--- src/rtl/sfx_arbiter.sv ---
// Sound-effect arbiter: latches effect requests, plays the highest-priority one as a
// square wave into the audio FIFO, and preempts lower effects on a sample boundary.
module sfx_arbiter #(
    parameter logic signed [15:0] AMP  = 16'sd8000,
    parameter int                 HP0  = 24,
    parameter int                 HP1  = 48,
    parameter int                 HP2  = 120,
    parameter int                 DUR0 = 4800,
    parameter int                 DUR1 = 7200,
    parameter int                 DUR2 = 24000
) (
    input  logic        clk,
    input  logic        reset_n,
    input  logic [2:0]  req,
    input  logic        mute,
    output logic [15:0] sample_data,
    output logic        sample_valid,
    input  logic        sample_ready,
    output logic        busy,
    output logic [1:0]  active_id
);

    // state | meaning
    // IDLE  | no effect playing, zero samples streamed
    // PLAY  | effect id_q streaming tone samples
    localparam logic ST_IDLE = 1'b0;
    localparam logic ST_PLAY = 1'b1;

    localparam logic [15:0] HP0_M1  = 16'(HP0 - 1);
    localparam logic [15:0] HP1_M1  = 16'(HP1 - 1);
    localparam logic [15:0] HP2_M1  = 16'(HP2 - 1);
    localparam logic [23:0] DUR0_M1 = 24'(DUR0 - 1);
    localparam logic [23:0] DUR1_M1 = 24'(DUR1 - 1);
    localparam logic [23:0] DUR2_M1 = 24'(DUR2 - 1);
    localparam logic [15:0] AMP_POS = AMP;
    localparam logic [15:0] AMP_NEG = 16'(-AMP);

    logic        state_q, state_d;
    logic [2:0]  pending_q, pending_d;
    logic [1:0]  id_q, id_d;
    logic [15:0] phase_q, phase_d;
    logic [23:0] dur_q, dur_d;
    logic        pol_q, pol_d;
    logic [15:0] data_q, data_d;
    logic        valid_q, valid_d;

    logic        xfer;
    logic        start;
    logic [2:0]  cand;
    logic [2:0]  start_mask;
    logic [1:0]  pend_hi;
    logic [1:0]  cand_hi;
    logic [15:0] hp_m1;
    logic [23:0] dur_m1;
    logic [15:0] tone;

    function automatic logic [1:0] hi_idx(input logic [2:0] v);
        if (v[2])      return 2'd2;
        else if (v[1]) return 2'd1;
        else           return 2'd0;
    endfunction

    always_comb begin
        xfer    = valid_q & sample_ready;
        pend_hi = hi_idx(pending_q);
        case (id_q)
            2'd1:    begin hp_m1 = HP1_M1; dur_m1 = DUR1_M1; end
            2'd2:    begin hp_m1 = HP2_M1; dur_m1 = DUR2_M1; end
            default: begin hp_m1 = HP0_M1; dur_m1 = DUR0_M1; end
        endcase
        tone = mute ? 16'd0 : (pol_q ? AMP_NEG : AMP_POS);

        state_d = state_q;
        id_d    = id_q;
        phase_d = phase_q;
        dur_d   = dur_q;
        pol_d   = pol_q;
        data_d  = data_q;
        valid_d = 1'b1;
        start   = 1'b0;
        cand    = pending_q;

        if (state_q == ST_IDLE) begin
            if (xfer) data_d = 16'd0;
            if (pending_q != 3'd0) start = 1'b1;
        end else if (xfer) begin
            data_d = tone;
            if (dur_q == dur_m1) begin
                // requests arriving on the final sample are honoured immediately
                cand = pending_q | req;
                if (cand != 3'd0) start = 1'b1;
                else              state_d = ST_IDLE;
            end else if (pending_q != 3'd0 && pend_hi > id_q) begin
                start = 1'b1;
            end else begin
                dur_d = dur_q + 24'd1;
                if (phase_q == hp_m1) begin
                    phase_d = 16'd0;
                    pol_d   = ~pol_q;
                end else begin
                    phase_d = phase_q + 16'd1;
                end
            end
        end

        cand_hi    = hi_idx(cand);
        start_mask = start ? (3'b001 << cand_hi) : 3'b000;
        if (start) begin
            state_d = ST_PLAY;
            id_d    = cand_hi;
            phase_d = 16'd0;
            dur_d   = 24'd0;
            pol_d   = 1'b0;
        end

        // a req that is itself the reason for a start is consumed, not re-queued
        pending_d = (pending_q & ~start_mask) | (req & ~(start_mask & ~pending_q));
    end

    always_ff @(posedge clk) begin
        if (!reset_n) begin
            state_q   <= ST_IDLE;
            pending_q <= 3'd0;
            id_q      <= 2'd0;
            phase_q   <= 16'd0;
            dur_q     <= 24'd0;
            pol_q     <= 1'b0;
            data_q    <= 16'd0;
            valid_q   <= 1'b0;
        end else begin
            state_q   <= state_d;
            pending_q <= pending_d;
            id_q      <= id_d;
            phase_q   <= phase_d;
            dur_q     <= dur_d;
            pol_q     <= pol_d;
            data_q    <= data_d;
            valid_q   <= valid_d;
        end
    end

    assign sample_data  = data_q;
    assign sample_valid = valid_q;
    assign busy         = (state_q == ST_PLAY);
    assign active_id    = (state_q == ST_PLAY) ? id_q : 2'd0;

endmodule

--- config.mk ---
export PLATFORM = sky130hd
export DESIGN_NAME = sfx_arbiter
export DESIGN_NICKNAME = d
export VERILOG_FILES = /design/src/rtl/sfx_arbiter.sv
export SDC_FILE = /design/constraint.sdc
export NUM_CORES = 1
export LEC_CHECK = 0
export BUFFER_PORTS_ARGS = -buffer_cell sky130_fd_sc_hd__buf_2
export CORE_AREA = 3 3 76 78
export CTS_BUF_LIST = sky130_fd_sc_hd__clkbuf_16
export CTS_CLUSTER_DIAMETER = 150
export CTS_CLUSTER_SIZE = 28
export DETAILED_ROUTE_END_ITERATION = 8
export DIE_AREA = 0 0 79 81
export PLACE_DENSITY = 0.69
export RECOVER_POWER = 25
export SLEW_MARGIN = 20
export SYNTH_ARGS = -nofsm -noshare
export SYNTH_HDL_FRONTEND = slang
export SYNTH_SLANG_ARGS = --single-unit
--- constraint.sdc ---
create_clock -name clk -period 3.9 [get_ports clk]
set_input_delay 0.975 -clock clk [delete_from_list [all_inputs] [get_ports clk]]
set_output_delay 0.975 -clock clk [all_outputs]
set_load 0.01 [all_outputs]
==> run metrics <==
setup-violating endpoint count in the final report 0; CP Launch Type flip-flop; cts hold-fix bufs 0; nature of the critical path endpoint flip-flop; Placer Congestion 0.801; placed wire-length estimate 4070 um; Post-CTS Repair Setup Buffers 0; worst clock skew 3.12 ps; CTS root buffer clkbuf_16; post-cts resize count 0; total number of vias 2339; total global-route track usage 0.194; Antenna Cells 0; worst-skew pair later-pin latency 290 ps; Post-Syn Instances 331; biggest area consumer among synthesized cells dfxtp_1; VDD IR max 0.000192 V; Reg clk slew, reported paths 60 ps; Req. time, crit path 4110 ps; die width between 70 and 80 um; Period minus WS final 3240 ps; LEAKAGE approximately 0.94 nW; clock tree buffer depth 2; Post-synth EDFFs 0; Peak Freq 308 MHz; Logic pwr share 0.133; largest net degree at the start of global routing 33; Chip Height 81 um; most frequent cell after synthesis dfxtp_1; Slew Limit Headroom 0.575; RSZ-0062 raised after global routing no; top post-synthesis cells by count dfxtp_1, nor2_1, xnor2_1; share of the synthesized area in the top cell type 0.362; Critical Path Slowest Stage Cell and3_2; NumNets Final around 350; Synth cell types 52; CTS tree built; Post-synth ARST share 0; die outline area 0.00640 mm2; internal power between 0.8 and 0.9 mW; CP peak stage delay 690 ps; CP arrival 3460 ps; DRC Markers 0; Seq pwr share 0.460; vias in the first global route about 2100; Filler Cell Count ~490; Avg WL per Cell 14.2 um; Num Clock Sinks just over 50; IO Pins 27; CP bufs+invs 1; initial DRC count between 100 and 150; site row count 26; Sw Share 0.254; Setup TNS 0 ps; CP Max Fanout 32; part of the power in the clock network 0.407; actual slew at the worst max-slew pin 630 ps; Primary FF master, synth dfxtp_1; first-pass GRT wire length 9890 um; routed vias/inst between 5 and 6; Seq/Total Area, Yosys 0.362; synthesized area 0.00282 mm2; total chip power ~1.2 mW; Starting Density 0.548; Psw 0.303 mW; period utilization 0.832; Hold Fails Final Rpt 0; Max Cap Viol 0; Clock H-tree levels 2; worst path cell trace inv_1, ha_1, or3_1, a2111oi_2, and3_2, o21a_2, nand2_2, a21oi_1; Power Dens Cells 397 mW/mm2; status finished, final reports clean; initial antenna violation count 0; P&R area growth vs syn 6.35%; CP top delay family simple AND/OR/NAND/NOR gates; Core Area between 0.005 and 0.006 mm2; kind of critical path flip-flop to flip-flop; post-route ant nets 0; PortBufs 20; TritonRoute pass-1 iters 4; Yosys reg bits 51; synth top area cells dfxtp_1, xnor2_1, nor2_1; total grt overflow 0; DRT Wirelength 5790 um; synth warn 0; layout cells sized above 1 0.0828; Hold Crit Class flip-flop to flip-flop; Slew Limit Fails 0; Synth Area per Inst 8.51 um2; CTS buffer count 5
-- routing by layer --
layer  part of all wire  GRT usage  wire [um]  up-vias
met3              0.044     0.0377        252        6
li1                   -          -          -     1186
met1               0.49      0.257       2820     1098
met4              0.012     0.0550         69        0
met5                  0          0          0        -
met2               0.46      0.322       2650       49
-- area by class of cell --
type	instances	area [um2]	area share
sequential	51	1020	0.341
inverter	11	41.3	0.0138
clock buffer	5	125	0.0418
tap	70	87.6	0.0292
multi-input combinational	249	1600	0.534
timing repair buffer	20	82.6	0.0276
clock inverter	2	37.5	0.0125
-- metrics by stage --
stage | hold slack, ps | instance area [um2] | instances | setup slack, ps | utilization
floorplan | 447 | 2840 | 336 | 1500 | -
global placement | 463 | 2850 | 401 | 826 | 0.555
detailed placement | 474 | 2850 | 401 | 743 | 0.555
CTS | 486 | 3010 | 408 | 717 | 0.586
global route | 522 | 3000 | 408 | 450 | 0.583
finish | 483 | 3000 | 408 | 656 | 0.583
-- cell families (layout without fill, tap and decap cells) --
family | after synthesis | in the layout | synth area share
other cells | 1 | 6 | 0.00133
flops | 51 | 51 | 0.362
compound gates | 42 | 42 | 0.101
mux | 1 | 1 | 0.00355
xor+xnor | 35 | 35 | 0.109
buf+inv | 36 | 38 | 0.0759
simple gates | 159 | 159 | 0.320
fa+ha+maj | 6 | 6 | 0.0266
-- tightest hold or removal path: cells and delay by family (launching register included) --
family	cells	cell delay, ps
flops	1	320
compound gates	2	110
-- flip-flops by register name, indices dropped and copies added, names as in the netlist --
signal	cells
pol_q	1
phase_q	16
busy	1
pending_q	3
sample_valid	1
id_q	2
sample_data	3
dur_q	24
-- final timing paths --
kind	startpoint	endpoint	slack (ps)	cells past startpoint
max	id_q[0]$_SDFFE_PN0P_	dur_q[1]$_SDFFE_PP0P_	660	8
min	dur_q[23]$_SDFFE_PP0P_	dur_q[23]$_SDFFE_PP0P_	480	2
max reg2reg	id_q[0]$_SDFFE_PN0P_	dur_q[1]$_SDFFE_PP0P_	660	8
min reg2reg	dur_q[23]$_SDFFE_PP0P_	dur_q[23]$_SDFFE_PP0P_	480	2
-- cells in the final DEF (no fill, tap or decap), types with 4 or more instances in the layout --
cell type	synthesis	routed
nand3b_1	4	4
ha_1	6	6
xnor2_1	28	28
nor4_1	17	17
xor2_1	7	7
and2_1	6	6
clkbuf_16	0	5
buf_2	3	6
nand3_1	17	17
dfxtp_1	51	51
or4_1	8	8
nor2b_1	5	5
a21oi_1	14	14
nor3_1	8	8
or3_1	9	9
o21ai_0	10	10
nand2_1	16	16
conb_1	1	6
clkbuf_1	5	14
nor2_1	37	37
inv_1	11	11
nand4_1	9	9
-- power groups by stage --
stage                     Combinational (mW)  Sequential [mW]  Clock (mW)
after floorplan                        0.132            0.556           0
after detailed placement               0.159            0.559           0
final                                  0.158            0.547       0.485
after CTS                              0.160            0.547       0.494
after global routing                   0.177            0.549       0.514
after global placement                 0.157            0.559           0
(Power assumes the default switching activity.)
